--- config.mk ---
export PLATFORM = sky130hd
export DESIGN_NAME = cp0_timer_ng
export DESIGN_NICKNAME = d
export VERILOG_FILES = /design/src/rtl/cp0_timer_ng.sv
export SDC_FILE = /design/constraint.sdc
export NUM_CORES = 1
export LEC_CHECK = 0
export BUFFER_PORTS_ARGS = -buffer_cell sky130_fd_sc_hd__buf_2
export CORE_MARGIN = 10
export CORE_UTILIZATION = 49
export DETAILED_ROUTE_END_ITERATION = 10
export PLACE_DENSITY = 0.82
export SYNTH_ARGS = -nofsm -noshare
export SYNTH_HDL_FRONTEND = slang
export SYNTH_SLANG_ARGS = --single-unit
--- constraint.sdc ---
create_clock -name clk -period 2.7 [get_ports clk]
set_input_delay 0.54 -clock clk [delete_from_list [all_inputs] [get_ports clk]]
set_output_delay 0.54 -clock clk [all_outputs]
set_load 0.01 [all_outputs]
--- src/rtl/cp0_timer_ng.sv ---
// Coprocessor-0 for the M stage: SR/Cause/EPC/PRId, the exception/interrupt
// request, and an optional free-running Count/Compare timer.
module cp0_timer_ng #(
  parameter int          HW_INT_N = 6,
  parameter bit          TIMER_EN = 1'b0,
  parameter logic [31:0] PRID     = 32'h0000_5A01,
  parameter int          VPC_W    = 32
) (
  input  logic                clk,
  input  logic                reset,
  input  logic                we,
  input  logic [4:0]          a,
  input  logic [31:0]         din,
  output logic [31:0]         dout,
  input  logic                bd_in,
  input  logic [VPC_W-1:0]    vpc,
  input  logic [4:0]          exc_code_in,
  input  logic [HW_INT_N-1:0] hw_int,
  input  logic                exl_clr,
  output logic                req,
  output logic [VPC_W-1:0]    epc_out,
  output logic                timer_irq
);

  localparam logic [4:0] A_COUNT   = 5'd9;
  localparam logic [4:0] A_COMPARE = 5'd11;
  localparam logic [4:0] A_SR      = 5'd12;
  localparam logic [4:0] A_CAUSE   = 5'd13;
  localparam logic [4:0] A_EPC     = 5'd14;
  localparam logic [4:0] A_PRID    = 5'd15;

  logic [5:0]          sr_im;
  logic                sr_exl;
  logic                sr_ie;
  logic                cause_bd;
  logic [4:0]          cause_exc;
  logic [HW_INT_N-1:0] hw_int_q;
  logic [VPC_W-1:0]    epc;
  logic [VPC_W-1:0]    epc_next;
  logic [31:0]         count;
  logic [31:0]         compare;
  logic                timer_pend;
  logic [5:0]          ip;
  logic                int_req;
  logic                exc_req;
  logic                mtc0;

  // The timer occupies the first IP slot above the external lines.
  assign ip = 6'(hw_int_q) | (TIMER_EN ? (6'(timer_pend) << HW_INT_N) : 6'd0);

  assign int_req   = sr_ie & ~sr_exl & (|(ip & sr_im));
  assign exc_req   = (exc_code_in != 5'd0) & ~sr_exl;
  assign req       = int_req | exc_req;
  assign mtc0      = we & ~req;
  assign epc_out   = epc;
  assign timer_irq = timer_pend;
  assign epc_next  = (bd_in ? (vpc - VPC_W'(4)) : vpc) & ~VPC_W'(3);

  always_comb begin
    dout = 32'd0;
    case (a)
      A_SR:      dout = {16'd0, sr_im, 8'd0, sr_exl, sr_ie};
      A_CAUSE:   dout = {cause_bd, 15'd0, ip, 3'd0, cause_exc, 2'd0};
      A_EPC:     dout = 32'(epc);
      A_PRID:    dout = PRID;
      A_COUNT:   dout = count;
      A_COMPARE: dout = compare;
      default:   dout = 32'd0;
    endcase
  end

  // Taking a request overrides both eret and any mtc0 in the same cycle.
  always_ff @(posedge clk) begin
    if (reset) begin
      sr_im     <= 6'd0;
      sr_exl    <= 1'b0;
      sr_ie     <= 1'b0;
      cause_bd  <= 1'b0;
      cause_exc <= 5'd0;
      hw_int_q  <= '0;
      epc       <= '0;
    end else begin
      hw_int_q <= hw_int;
      if (req) begin
        sr_exl    <= 1'b1;
        cause_bd  <= bd_in;
        cause_exc <= int_req ? 5'd0 : exc_code_in;
        epc       <= epc_next;
      end else begin
        if (exl_clr) sr_exl <= 1'b0;
        if (we) begin
          case (a)
            A_SR: begin
              sr_im  <= din[15:10];
              sr_exl <= din[1];
              sr_ie  <= din[0];
            end
            A_EPC:   epc <= din[VPC_W-1:0] & ~VPC_W'(3);
            default: ;
          endcase
        end
      end
    end
  end

  // Timer runs independently of exceptions; a Compare write acknowledges it.
  always_ff @(posedge clk) begin
    if (reset || !TIMER_EN) begin
      count      <= 32'd0;
      compare    <= 32'd0;
      timer_pend <= 1'b0;
    end else begin
      count <= (mtc0 && a == A_COUNT) ? din : count + 32'd1;
      if (mtc0 && a == A_COMPARE) begin
        compare    <= din;
        timer_pend <= 1'b0;
      end else if (count == compare && compare != 32'd0) begin
        timer_pend <= 1'b1;
      end
    end
  end

endmodule

* Yosys cells after proc, flatten, opt, wreduce, memory -nomap -nowiden *
Index checks and enable logic that the tools add are counted.

word-level totals
  register bits = 50
  bits in latches = 0
  memory bits (writable) = 0
  ROM bits = 0
  bits of input ports = 85
  word-level logic and storage cells = 35
  memories kept = 0

cells by class
  $add $sub $neg = 1
  multipliers = 0
  divide/modulo/power cells = 0
  magnitude comparators = 0
  equal/unequal tests = 4
  shift-type cells = 0
  muxes and demuxes = 10
  bitwise gates (word level) = 7
  reductions and logical operators = 6

operators with widths
  operator                                             number
  2-to-1 mux 32 bit                                    4
  case mux 32 bit (4 select lines)                     1
  subtractor 32 x 3 -> 32 bit, second input constant   1
  equality test 5 x 4 -> 1 bit, second input constant  4
  AND 6 bit                                            1
  OR reduction 6 bit                                   1
  2-to-1 mux 5 bit                                     1
  nonzero test 5 bit                                   1
  2-to-1 mux 1 bit                                     4
  nonzero test 2 bit                                   2
  AND 1 bit                                            3
  AND reduction 3 bit                                  1
  inverter 1 bit                                       2
  AND reduction 2 bit                                  1
  OR 1 bit                                             1

* Longest topological paths before layout *
  word-level depth = 6
  gate-level depth with buffers = 8
  depth with buffers taken out = 6

* Least setup slack after synthesis *
Ideal clock, no wire load.

  path type = input to register
  start = input port vpc[26]
  end = register epc[31] (netlist: epc_out[31])
  library setup time = 91 ps
  arrival time = 2,140 ps
  data required time = 2,609 ps
  slack = 469 ps
  stages on the path = 4
  path buffers = 0
  cells stage by stage = or4_4 -> or4_4 -> or4_1 -> a311oi_1

on the way
  longest elaborated chain between the ends = 3

ends and longest elaborated chain
  item                         line  text
  from (decl)                  16    input logic [VPC_W-1:0] vpc,
  subtractor 32 x 3 -> 32 bit  57    assign epc_next = (bd_in ? (vpc - VPC_W'(4)) : vpc) & ~VPC_W'(3);
  2-to-1 mux 32 bit            57
  2-to-1 mux 32 bit            84    if (req) begin
  to (signal assigned)         88    epc <= epc_next;
  to (signal assigned)         98    A_EPC: epc <= din[VPC_W-1:0] & ~VPC_W'(3);
  to (decl)                    38    logic [VPC_W-1:0] epc;

Every way passes these cells.
A chain may end at the register's enable or synchronous reset.

* Final worst setup path *
  start = register sr_im[2]
  end = output port req

on the way
  longest elaborated chain between the ends = 4

ends and longest elaborated chain
  item                    line  text
  from (decl)             32    logic [5:0] sr_im;
  from (signal assigned)  94    sr_im <= din[15:10];
  AND 6 bit               51    assign int_req = sr_ie & ~sr_exl & (|(ip & sr_im));
  OR reduction 6 bit      51
  AND 1 bit               51
  OR 1 bit                53    assign req = int_req | exc_req;
  to (decl)               20    output logic req,

Every way passes these cells.

==> qor.txt <==
status -> finished clean
Ant. Diodes -> 0
Synth area leader -> dfxtp_1
Max-cap violations -> 0
final WL -> 11500 µm
VDD IR-drop max -> 237.0 µV
Post-Syn Area -> 0.003540 mm²
Area Overhead vs Synth -> 24.32%
H-tree lvl count -> 2
Post-CTS Setup Inserts -> 0
# setup viols final -> 0
largest net degree at the start of global routing -> 83
DR pass1 iterations -> 4
Port Buffers -> 145
post-synthesis sequential area ratio -> 28.28%
Die Height -> 105.0 µm
Synthesis Warnings -> 0
first-pass GRT wire length -> 18450 µm
die width -> 105.0 µm
CTS tree -> built
startpoint class of the critical path -> flip-flop
layout cells sized above 1 -> 35.27%
Synth cell types -> 53
Pins Over Slew Limit -> 0
hold_buf cts -> 0
Avg Cell Area, Syn -> 8.329 µm²
Hold WS -> 0.4411 ns
Lkg Pwr -> 2.008 nW
final hold vios -> 0
Clk Latency, worst-skew pair -> 0.30 ns
number of nets in the layout -> 635
Inst Count DP -> 638
Clock Skews -> 0.005615 ns
ys flop type -> dfxtp_1
Core ar. -> 0.006907 mm²
DRC violation count after routing -> 0
WL per Instance -> 17.80 µm
Clock transition at path regs -> 0.09 ns
vias in the first global route -> 3656
critical path required time -> 2.16 ns
minimum clock period -> 2.533 ns
Initial Util -> 51.25%
synth top area cells -> dfxtp_1, and3_1, a21boi_0
vias per inst -> 5.864
setup TNS -> 0 ns
Die Footprint -> 0.01102 mm²
clock root cell -> clkbuf_8
Placer Congestion -> 0.8654
Hold Path Origin -> hw_int[1]
Non-Filler Instances -> 646
Syn Inst Count -> 425
measured slew at the worst slew-check pin -> 0.6570 ns
number of synthesized flops with an enable pin -> 0
asr flop ratio synth -> 0%
Setup crit start -> sr_im[2]
RSZ-0062 raised after global routing -> false
Slew Limit Headroom -> 56.20%
area fraction of the dominant cell type after synthesis -> 28.28%
overall power -> 1.796 mW
drt initial violations -> 156
CP Max Fanout -> 15
CP endpoint kind -> output pin
HPWL Detailed -> 8790 µm
final worst setup slack -> 0.1674 ns
row count -> 30
Filler cells -> 647
period utilization -> 93.80%
Via Count -> 3788
Setup CP Type -> flip-flop to output pin
Clock Tree Buf Depth -> 2
clock sinks -> 50
CP arrival -> 1.99 ns
FF-to-FF Start -> sr_im[2]
CTS resizes -> 0
gr ovfl total -> 0
R2R Setup Slk -> 0.51 ns
global-route usage over all layers -> 19.51%
antenna violations before repair -> 0
# IOs -> 151
register bit count reported by yosys -> 50
Setup WS pre-CTS -> 0.1003 ns
PD cells -> 408.1 mW/mm²
Max Fclk -> 394.9 MHz
antenna-violating nets left -> 0
total CTS buffers -> 5
Hold Crit Class -> input pin to flip-flop
==> registers in the layout, indices dropped and copies added (netlist names) <==
| register | cells |
|---|---|
| cause_bd | 1 |
| cause_exc | 5 |
| epc_out | 30 |
| hw_int_q | 6 |
| sr_exl | 1 |
| sr_ie | 1 |
| sr_im | 6 |
==> path summary, 6_finish.rpt <==
kind	cells after the start	to
hold reg to reg	2	sr_im[0]
setup / recovery	5	req
setup reg to reg	6	epc_out[26]
hold / removal	2	hw_int_q[1]
==> cell usage in the layout (no fill, tap or decap), types with 9 or more instances in the layout <==
cell type	n
and3_1	47
a311oi_1	15
xor2_1	11
a21boi_0	30
buf_4	15
mux2i_1	11
a211oi_1	15
nor2_1	26
buf_2	145
nor4_1	32
o31ai_1	9
a21oi_1	10
nand2b_1	15
dfxtp_1	50
==> layout make-up <==
cell class	instances	area, µm²	share of cell area, %
clock buffer	6	72.57	1.649
clock inverter	2	37.54	0.8530
inverter	4	15.01	0.3412
multi-input combinational	327	2296	52.18
sequential	50	1001	22.75
tap	96	120.1	2.730
timing repair buffer	161	858.3	19.51
==> Yosys cell counts (all sizes together) (5+ instances only) <==
cell and count:
nor3 5, o31ai 9, a21oi 11, dfxtp 50, nor2b 8, nand4 5
a22oi 6, mux2i 11, clkbuf 38, or4 10, buf 8, a211oi 15
nand2 7, and3 48, nand3 9, nor2 26, a311oi 15, xor2 11
nand2b 15, or3b 6, a21boi 30, nor4 34, or3 6
==> per-stage QoR <==
stage | instance area (µm²) | util, %
final | 4400 | 63.71
after global routing | 4400 | 63.71
after CTS | 4400 | 63.71
after detailed placement | 4290 | 62.12
after global placement | 4290 | 62.12
after floorplan | 3547 | -
==> layer usage <==
layer,up-vias,global-route usage [%],wire [µm],part of all wire (%)
met5,-,0,0,0
met3,8,5.897,934,8.1
met4,0,4.118,97,0.84
li1,1876,-,-,-
met2,143,33.59,5577,48
met1,1761,23.29,4892,43
==> worst max-delay path: stages, from the launching register on <==
cell and delay, ns:
dfxtp_1 0.34, a22o_1 0.25, o311a_1 0.56, nor2_1 0.27
inv_1 0.11, buf_2 0.15
==> logic make-up after synthesis <==
| family | synth area share (%) |
|---|---|
| adders and majority gates | 0.3534 |
| AOI/OAI and AO/OA | 22.30 |
| other | 0.1059 |
| xor gates and xnor gates | 3.464 |
| and+or+nand+nor | 34.00 |
| DFF | 28.28 |
| buffers and inverters | 7.422 |
| muxes | 4.065 |
==> report_power, final <==
part / internal, mW / switching [mW]
clock network: 0.277 / 0.254
logic: 0.193 / 0.240
registers: 0.793 / 0.0392
No activity file was read; power rests on OpenSTA's default activity.
